**config.mk**
```make
export PLATFORM = sky130hd
export DESIGN_NAME = vga_sync_monitor_flat
export DESIGN_NICKNAME = d
export VERILOG_FILES = /design/src/rtl/vga_sync_if.sv /design/src/rtl/vga_sync_monitor.sv /design/src/flat_wrapper.sv
export SDC_FILE = /design/constraint.sdc
export NUM_CORES = 1
export LEC_CHECK = 0
export CORE_UTILIZATION = 37
export DETAILED_ROUTE_END_ITERATION = 6
export HOLD_SLACK_MARGIN = 0.02
export SYNTH_ARGS = -nofsm -noshare
export SYNTH_HDL_FRONTEND = slang
export SYNTH_SLANG_ARGS = --single-unit
```
**constraint.sdc**
```tcl
create_clock -name vgaclk -period 5.7 [get_ports vgaclk]
set_input_delay 0.855 -clock vgaclk [delete_from_list [all_inputs] [get_ports vgaclk]]
set_output_delay 0.855 -clock vgaclk [all_outputs]
set_load 0.01 [all_outputs]
```
**src/rtl/vga_sync_if.sv**
```systemverilog
// VGA timing link as seen by a receive-side monitor: sync/blank inputs plus recovered position and status.
// Latency: none, this is a plain bundle of wires.
// Backpressure: none, the link is free-running and the monitor only observes it.
interface vga_sync_if;
    logic       hsync;
    logic       vsync;
    logic       blank_b;
    logic [9:0] x;
    logic [9:0] y;
    logic       active;
    logic       locked;
    logic       frame_start;
    logic       sync_err;
    logic [7:0] err_count;

    // timing source side: drives the syncs, may read back the monitor status
    modport master (
        output hsync, vsync, blank_b,
        input  x, y, active, locked, frame_start, sync_err, err_count
    );

    // monitor side
    modport slave (
        input  hsync, vsync, blank_b,
        output x, y, active, locked, frame_start, sync_err, err_count
    );
endinterface

```
**src/rtl/vga_sync_monitor.sv**
```systemverilog
// Receive-side VGA timing monitor: recovers x/y from hsync/vsync, locks to the frame, flags timing violations.
// Latency: x/y describe the sample currently on the inputs (zero latency); status outputs are registered, 1 cycle.
// Backpressure: none; the link is free-running, every sample is consumed on every vgaclk edge.
module vga_sync_monitor #(
    parameter int HACTIVE = 640,
    parameter int HFP     = 16,
    parameter int HSYN    = 96,
    parameter int HBP     = 48,
    parameter int VACTIVE = 480,
    parameter int VFP     = 11,
    parameter int VSYN    = 2,
    parameter int VBP     = 32,
    parameter int TIMEOUT = 2 * (HACTIVE + HFP + HSYN + HBP)
) (
    input  logic      vgaclk,
    input  logic      reset,
    vga_sync_if.slave vga
);
    localparam int HMAX = HACTIVE + HFP + HSYN + HBP;
    localparam int VMAX = VACTIVE + VFP + VSYN + VBP;

    localparam logic [9:0]  H_ACT      = 10'(HACTIVE);
    localparam logic [9:0]  H_SYNC_AT  = 10'(HACTIVE + HFP);
    localparam logic [9:0]  H_AFTER    = 10'(HACTIVE + HFP + 1);
    localparam logic [9:0]  H_LAST     = 10'(HMAX - 1);
    localparam logic [9:0]  V_ACT      = 10'(VACTIVE);
    localparam logic [9:0]  V_SYNC_AT  = 10'(VACTIVE + VFP);
    localparam logic [9:0]  V_LAST     = 10'(VMAX - 1);
    localparam logic [11:0] TO_LIMIT   = 12'(TIMEOUT);
    localparam logic [11:0] TO_TRIGGER = 12'(TIMEOUT - 1);

    typedef enum logic [1:0] {
        SEARCH = 2'd0,
        ALIGN  = 2'd1,
        LOCKED = 2'd2
    } state_t;

    state_t      state, state_nxt;
    logic        prev_hsync, prev_vsync;
    logic [9:0]  x_q, y_q, x_nxt, y_nxt;
    logic [11:0] tcnt;
    logic        active_q, frame_start_q, sync_err_q;
    logic [7:0]  err_count_q;
    logic        hfall, vfall, hok, vok, bok, timeout;
    logic        err_nxt;

    // Sync edges are judged on the current sample against the previous one.
    assign hfall = prev_hsync & ~vga.hsync;
    assign vfall = prev_vsync & ~vga.vsync;

    // Checks use the predicted position of the current sample (x/y before update).
    assign hok     = ~hfall | (x_q == H_SYNC_AT);
    assign vok     = ~vfall | ((x_q == 10'd0) & (y_q == V_SYNC_AT));
    assign bok     = vga.blank_b == ((x_q < H_ACT) & (y_q < V_ACT));
    assign timeout = ~hfall & (tcnt == TO_TRIGGER);

    // Position tracking: hsync/vsync falls snap the counters, otherwise free-run with wrap.
    always_comb begin
        x_nxt = (x_q == H_LAST) ? 10'd0 : x_q + 10'd1;
        y_nxt = y_q;
        if (hfall) begin
            x_nxt = H_AFTER;
        end else if (x_q == H_LAST) begin
            y_nxt = (y_q == V_LAST) ? 10'd0 : y_q + 10'd1;
        end
        if (vfall) begin
            y_nxt = V_SYNC_AT;
        end
    end

    // Lock FSM: next state and the error strobe (only a lost lock counts as an error).
    always_comb begin
        state_nxt = state;
        err_nxt   = 1'b0;
        case (state)
            SEARCH: begin
                if (vfall) state_nxt = ALIGN;
            end
            ALIGN: begin
                if (~hok)             state_nxt = SEARCH;
                else if (vfall & vok) state_nxt = LOCKED;
            end
            LOCKED: begin
                if (~hok | ~vok | ~bok | timeout) begin
                    state_nxt = SEARCH;
                    err_nxt   = 1'b1;
                end
            end
            default: state_nxt = SEARCH;
        endcase
        if (timeout) state_nxt = SEARCH;
    end

    // FSM state register.
    always_ff @(posedge vgaclk or posedge reset) begin
        if (reset) state <= SEARCH;
        else       state <= state_nxt;
    end

    // Edge history, position counters and the hsync watchdog.
    always_ff @(posedge vgaclk or posedge reset) begin
        if (reset) begin
            prev_hsync <= 1'b0;
            prev_vsync <= 1'b0;
            x_q        <= 10'd0;
            y_q        <= 10'd0;
            tcnt       <= 12'd0;
        end else begin
            prev_hsync <= vga.hsync;
            prev_vsync <= vga.vsync;
            x_q        <= x_nxt;
            y_q        <= y_nxt;
            if (hfall)                tcnt <= 12'd0;
            else if (tcnt != TO_LIMIT) tcnt <= tcnt + 12'd1;
        end
    end

    // Registered status, aligned with the post-update position and lock.
    always_ff @(posedge vgaclk or posedge reset) begin
        if (reset) begin
            active_q      <= 1'b0;
            frame_start_q <= 1'b0;
            sync_err_q    <= 1'b0;
            err_count_q   <= 8'd0;
        end else begin
            active_q      <= (state_nxt == LOCKED) & (x_nxt < H_ACT) & (y_nxt < V_ACT);
            frame_start_q <= (state_nxt == LOCKED) & (x_nxt == 10'd0) & (y_nxt == 10'd0);
            sync_err_q    <= err_nxt;
            if (err_nxt && err_count_q != 8'hff) err_count_q <= err_count_q + 8'd1;
        end
    end

    assign vga.x           = x_q;
    assign vga.y           = y_q;
    assign vga.locked      = (state == LOCKED);
    assign vga.active      = active_q;
    assign vga.frame_start = frame_start_q;
    assign vga.sync_err    = sync_err_q;
    assign vga.err_count   = err_count_q;
endmodule

```
**src/flat_wrapper.sv**
```systemverilog
// flat-port wrapper written by rule: the top's interface ports become plain ports
module vga_sync_monitor_flat 
#(
    parameter int HACTIVE = 640,
    parameter int HFP     = 16,
    parameter int HSYN    = 96,
    parameter int HBP     = 48,
    parameter int VACTIVE = 480,
    parameter int VFP     = 11,
    parameter int VSYN    = 2,
    parameter int VBP     = 32,
    parameter int TIMEOUT = 2 * (HACTIVE + HFP + HSYN + HBP)
)
  (vgaclk, reset, vga_hsync, vga_vsync, vga_blank_b, vga_x, vga_y, vga_active, vga_locked, vga_frame_start, vga_sync_err, vga_err_count);
  vga_sync_if vga_i ();
  input  logic vgaclk;
  input  logic reset;
  input wire logic [$bits(vga_i.hsync)-1:0] vga_hsync;
  input wire logic [$bits(vga_i.vsync)-1:0] vga_vsync;
  input wire logic [$bits(vga_i.blank_b)-1:0] vga_blank_b;
  output wire logic [$bits(vga_i.x)-1:0] vga_x;
  output wire logic [$bits(vga_i.y)-1:0] vga_y;
  output wire logic [$bits(vga_i.active)-1:0] vga_active;
  output wire logic [$bits(vga_i.locked)-1:0] vga_locked;
  output wire logic [$bits(vga_i.frame_start)-1:0] vga_frame_start;
  output wire logic [$bits(vga_i.sync_err)-1:0] vga_sync_err;
  output wire logic [$bits(vga_i.err_count)-1:0] vga_err_count;
  assign vga_i.hsync = vga_hsync;
  assign vga_i.vsync = vga_vsync;
  assign vga_i.blank_b = vga_blank_b;
  assign vga_x = vga_i.x;
  assign vga_y = vga_i.y;
  assign vga_active = vga_i.active;
  assign vga_locked = vga_i.locked;
  assign vga_frame_start = vga_i.frame_start;
  assign vga_sync_err = vga_i.sync_err;
  assign vga_err_count = vga_i.err_count;
  vga_sync_monitor #(.HACTIVE(HACTIVE), .HFP(HFP), .HSYN(HSYN), .HBP(HBP), .VACTIVE(VACTIVE), .VFP(VFP), .VSYN(VSYN), .VBP(VBP), .TIMEOUT(TIMEOUT)) u_core (.vgaclk(vgaclk), .reset(reset), .vga(vga_i));
endmodule
```
-- After elaboration in Yosys (flattened, before gate mapping)
Index checks and enable logic that the tools add are counted.
Widths: inputs -> output; s select.
- bits in registers: 47
- input bits: 5
- output and inout port bits: 32
- word-level logic and storage cells: 73
- $add $sub $neg: 4
- $lt $le $gt $ge: 4
- equality and inequality tests: 11
- mux-type cells: 16
- bitwise logic cells: 22
- reductions and logical operators: 6
- operator list (cell ; count):
    $mux 10 ; 6
    $eq 10x10->1 const B ; 3
    $logic_not 10->1 ; 3
    $mux 12 ; 2
    $add 10x1->10 const B ; 2
    $lt 10x10->1 const B ; 2
    $lt 10x9->1 const B ; 2
    $add 12x1->12 const B ; 1
    $eq 12x11->1 const B ; 1
    $ne 12x11->1 const B ; 1
    $and 1x1->1 ; 10
    $eq 10x9->1 const B ; 1
    $mux 2 ; 5
    $add 8x1->8 const B ; 1
    $ne 8x8->1 const B ; 1
    $not 1->1 ; 7
    $pmux 2 s3 ; 1
    $or 1x1->1 ; 5
    $eq 2x2->1 const B ; 2
    $eq 2x1->1 const B ; 1
    $logic_not 2->1 ; 1
    $mux 1 ; 2
    $reduce_bool 2->1 ; 1
    $eq 1x1->1 ; 1
    $logic_and 1x1->1 ; 1

-- Logic depth before layout (Yosys ltp)
- depth in word-level cells: 14
- mapped depth: 8

-- Least setup slack after synthesis
Ideal clock, no wire load.
- kind: input-to-reg
- from: input port vga_hsync
- to: register u_core.active_q, in the netlist u_core.vga.active
- arrival time: 2579 ps
- data required time: 5604 ps
- path slack: 3025 ps
- stages on the path: 8
- cell sequence: nor2b_1 > buf_2 > or4_1 > buf_2 > o21a_1 > or3_4 > nor2b_4 > a311oi_2
- elaborated cells between the ends (all ways): 21
- RTL lines (what ; RTL line ; source):
    from (decl) ; flat_wrapper.sv:18 ; input wire logic [$bits(vga_i.hsync)-1:0] vga_hsync;
    $not 1->1 ; vga_sync_monitor.sv:48 ; assign hfall = prev_hsync & ~vga.hsync;
    $and 1x1->1 ; vga_sync_monitor.sv:48 ;
    $mux 10 ; vga_sync_monitor.sv:61 ; if (hfall) begin
    $mux 10 ; vga_sync_monitor.sv:66 ; if (vfall) begin
    via u_core.y_nxt[5] ; vga_sync_monitor.sv:40 ; logic [9:0] x_q, y_q, x_nxt, y_nxt;
    $lt 10x9->1 ; vga_sync_monitor.sv:126 ; active_q <= (state_nxt == LOCKED) & (x_nxt < H_ACT) & (y_nxt < V_ACT);
    $and 1x1->1 ; vga_sync_monitor.sv:126 ;
    to (signal assigned) ; vga_sync_monitor.sv:126 ;
    to (decl) ; vga_sync_monitor.sv:42 ; logic active_q, frame_start_q, sync_err_q;
The timed path passes the listed nets, and every way through them passes these cells.
A chain may end at the register's enable or synchronous reset.

-- Final worst setup path
- from: input port vga_hsync
- to: register u_core.frame_start_q, in the netlist u_core.vga.frame_start
- word-level cells in the longest chain between the ends: 14
- elaborated cells between the ends (all ways): 21
- ends and longest elaborated chain (what ; RTL line ; source):
    $not 1->1 (*) ; vga_sync_monitor.sv:48 ;
    $and 1x1->1 (*) ; vga_sync_monitor.sv:48 ;
    $not 1->1 ; vga_sync_monitor.sv:52, vga_sync_monitor.sv:55 ;
    $or 1x1->1 ; vga_sync_monitor.sv:52 ; assign hok = ~hfall | (x_q == H_SYNC_AT);
    $not 1->1 ; -- ;
    $or 1x1->1 (3 in series) ; vga_sync_monitor.sv:84 ; if (~hok | ~vok | ~bok | timeout) begin
    $mux 2 ; vga_sync_monitor.sv:84 ;
    $pmux 2 s3 ; vga_sync_monitor.sv:75 ; case (state)
    $mux 2 ; vga_sync_monitor.sv:91 ; if (timeout) state_nxt = SEARCH;
    $eq 2x2->1 ; vga_sync_monitor.sv:127 ; frame_start_q <= (state_nxt == LOCKED) & (x_nxt == 10'd0) & (y_nxt == 10'd0);
    $and 1x1->1 ; vga_sync_monitor.sv:127 ;
    $and 1x1->1 (*) ; vga_sync_monitor.sv:127 ;
    to (signal assigned) ; vga_sync_monitor.sv:127 ;
    to (decl) ; vga_sync_monitor.sv:42 ;
Every way passes the cells marked *; elsewhere a longest branch is shown, timed or not.

==> results summary <==
In the synthesized netlist, mux cells make up 0.7966% of the area. The number of buffers inserted to repair setup after CTS is 0. The via count of the first global-routing pass is 2,033. The total of flip-flops plus latches after synthesis is 47. The root buffer cell chosen for the clock tree is clkbuf_8.

The count of nets left with antenna violations once routing finished came out at 0. 37 I/O pins were placed. The worst hold path begins at u_core.state[1]. The setup check on the worst reg-to-reg path leaves a slack of 2.94 ns.

The routed design has 6064 um of wire. The floorplan step defined a die boundary enclosing 7560 sq um. The share of the synthesized area in compound gates (AO/OA/AOI/OAI) is 9.700%. The fraction of registers with async set or reset after synthesis is 100.0%.

The number of standard cells after synthesis is 281. The startpoint identified for the worst register-to-register timing path is u_core.vga.x[0]. The ratio of final minimum period to clock period is 55.47%. Based on the critical path, the design can be clocked at up to 0.3163 GHz. Measured along the y axis, the die boundary spans 86.95 um. The static leakage is 1.284 nW.

Tracing the worst setup path back leads to its startpoint at vga_hsync. The post-synthesis average cell area is 9.502 sq um. The area share of the leading cell type in the synthesized netlist is 44.05%.

Setup violations remaining at the end of the flow were counted as 0. The final number of max-transition violations came out at 0. Sorting the synthesized cells by how often they occur yields dfrtp_1 (47), nor2_1 (30), nand2_1 (20), nand3_1 (18), xor2_1 (16).

After synthesis, the cell types taking the most area are dfrtp_1 (44%), xor2_1 (5.2%), nor2_1 (4.2%), nand3_1 (3.4%), ha_1 (3.3%). The pre-CTS worst setup slack came out at 2.247 ns. The net count after synthesis is 293. The starting utilization of the core area came out at 38.87%. Along the worst path, the maximum fanout reaches 19. The final route contains 2,203 vias. The initial antenna violation count came out at 0.

The max-cap violation count is 0. At the worst endpoint, the required time is 5.90 ns. Clock tree synthesis inserted a total of 5 buffers. The total congestion overflow after global routing came out at 0. Routability-driven placement finished with a final weighted congestion of 0.8754. The number of antenna cells inserted is 0.

Along the worst hold path, the cell count comes to 1. The post-layout worst setup margin came out at 2.538 ns. Clock skew on the completed layout was measured at 0.01193 ns. The sequential-to-total area share from yosys stat is 44.05%. The number of sinks on the clock net is 47. The number of vias per cell after detailed routing came out at 5.360.

The dominant register cell in the synthesized netlist is dfrtp_1. TritonCTS built the clock tree. The min-delay analysis places its worst path in the category reg -> reg. The path with the worst hold slack has its endpoint at u_core.state[0]. The data arrival at the endpoint of the critical path is 3.36 ns. The distinct cell type count of the synthesized netlist came out at 56. The post-synthesis instance area came out at 2670 sq um.

The area inside the core boundary came out at 6869 sq um. In this run the deepest clock path goes through 2 buffers. The Yosys step of the flow raised 0 warnings. At the end of the flow, the number of nets in the layout was 326. The first-pass GRT wire length came out at 10,220 um. Power spread over the standard cell area amounts to 250.8 nW/um^2. The final hold violation count came out at 0. The layout overhead on the synthesized area is 20.52%.

In the post-synthesis netlist, the cell with the most instances is dfrtp_1. The number of resized instances in the post-cts repair step came out at 0. The insertion delay of the later-clocked pin in the worst-skew pair came out at 0.31 ns.

For this run, the total global-route usage over all layers was measured as 17.46%. The post-synthesis simple-gate area fraction is 30.65%. After clock tree synthesis, the flow added hold-fix buffers numbering 0. The clock period could shrink to 3.162 ns.

The number of H-tree levels came out at 2. The iteration count of the initial detailed-routing pass came out at 4. The worst register-to-register path ends at u_core.vga.frame_start. Of all cell types, the one taking the most synthesized area is dfrtp_1.

After synthesis, the largest family of logic cells by area is simple AND/OR/NAND/NOR gates. The largest net degree at the start of global routing came out at 48. In this run, synthesis inferred 0 flip-flops with an integrated enable. STA classifies the critical path startpoint as an input pin.

After clock tree synthesis, the clock-pin slew on the worst setup and hold paths is 0.10 ns. The worst setup path is of the in -> reg kind. The number of DRC violations after detailed-routing iteration 0 came out at 132. The number of buffer cells added on primary ports is 36.

The critical path endpoint category is a register. After legalization and detailed placement, the total HPWL measured 4345 um. Of the total synthesized cell area, the portion taken by full adders, half adders and majority gates is 3.280%. The x dimension of the die came out at 86.95 um. The routed length per instance came out at 14.75 um. The number of cells traversed by the worst register-to-register path came out at 7. The flow ran to the end, and the final reports show no timing, DRC or antenna violations. Cells with a size suffix above 1 make up 6.984% of the layout. After detailed routing, the number of remaining DRC violations is 0. The cell row count is 30.

Across the VDD grid, the largest voltage drop is 194.7 uV. The setup TNS after final layout is 0 ns. Setup repair after global routing left no endpoint under its margin. The xor-xnor portion of the synthesized cell area came out at 7.873%. For the pin with the worst max-slew slack, the measured transition is 0.9612 ns. Headroom to the max-slew limit came out at 35.82%.
worst max-delay path, stage by stage:
cell and delay (ns):
clkdlybuf4s50_1 0.48, nor2b_1 0.05, buf_4 0.19, nor4_1 0.76
o21ai_1 0.18, a221oi_2 0.42, nand4_1 0.14, nor4_1 0.27
layout make-up:
class / instances / area, sq um
clock buffer: 5 / 68.82
clock inverter: 3 / 43.79
fill: 676 / 3651
inverter: 12 / 45.04
multi-input combinational: 211 / 1396
sequential: 47 / 1176
tap: 96 / 120.1
timing repair buffer: 37 / 367.9
layout by cell type, fill, tap and decap left out, types with 5 or more instances in the layout:
master / n
nand4_1: 7
nor2b_1: 5
and3_1: 5
a21oi_1: 6
nand2_1: 20
xnor2_1: 8
nand3_1: 18
dfrtp_1: 47
or3_1: 5
xor2_1: 16
nand2b_1: 6
nor4b_1: 5
nor3_1: 15
o21ai_0: 9
clkdlybuf4s50_1: 36
nor2_1: 30
clkbuf_8: 5
inv_1: 11
ha_1: 7
nor4_1: 8
cells by family after synthesis:
family / Yosys count
AO/OA/AOI/OAI: 36
XOR/XNOR: 24
adder cells (fa/ha/maj): 7
buffers and inverters: 23
flip-flops: 47
multiplexers: 2
AND/OR/NAND/NOR: 142
worst max-delay path by stage:
| stage | endpoint | slack (ns) | cells after the start |
|---|---|---|---|
| after floorplan | u_core.vga.active | 3.03 | 8 |
| after global placement | u_core.vga.frame_start | 2.31 | 8 |
| after detailed placement | u_core.vga.frame_start | 2.25 | 8 |
| after CTS | u_core.vga.frame_start | 2.58 | 8 |
| after global routing | u_core.vga.frame_start | 2.30 | 8 |
| final | u_core.vga.frame_start | 2.54 | 8 |
power by group:
part	internal (mW)	total, mW	leakage, nW	switching [mW]
Combinational	0.0716	0.150	0.640	0.0784
Sequential	0.360	0.408	0.585	0.0481
Clock	0.131	0.248	0.0581	0.118
Total	0.563	0.807	1.28	0.244
metrics by stage:
stage               util (%)  instances  area (sq um)  total power [mW]  hold slack (ns)
floorplan                  -        281          2670            0.5114           0.4252
global placement       45.21        403          3105            0.5644           0.4564
detailed placement     45.21        403          3105            0.5651           0.4569
CTS                    46.85        411          3218            0.8168           0.4807
global route           46.85        411          3218            0.8583           0.5027
finish                 46.85        411          3218            0.8070           0.4857
flip-flops by register name, summed over array words and instances (netlist names):
name / count
u_core.tcnt: 12
u_core.vga.y: 10
u_core.state: 2
u_core.vga.active: 1
u_core.prev_vsync: 1
u_core.vga.err_count: 8
u_core.vga.sync_err: 1
u_core.vga.x: 10
u_core.prev_hsync: 1
u_core.vga.frame_start: 1
metal layers:
metal / vias to the layer above / track usage, % / wire length (um)
met5: - / 0 / 0
met4: 0 / 5.758 / 103
met3: 11 / 3.318 / 301
met1: 1068 / 24.92 / 2878
met2: 57 / 26.56 / 2781
li1: 1067 / - / -
Note: power is estimated with default switching activity, not from simulation.
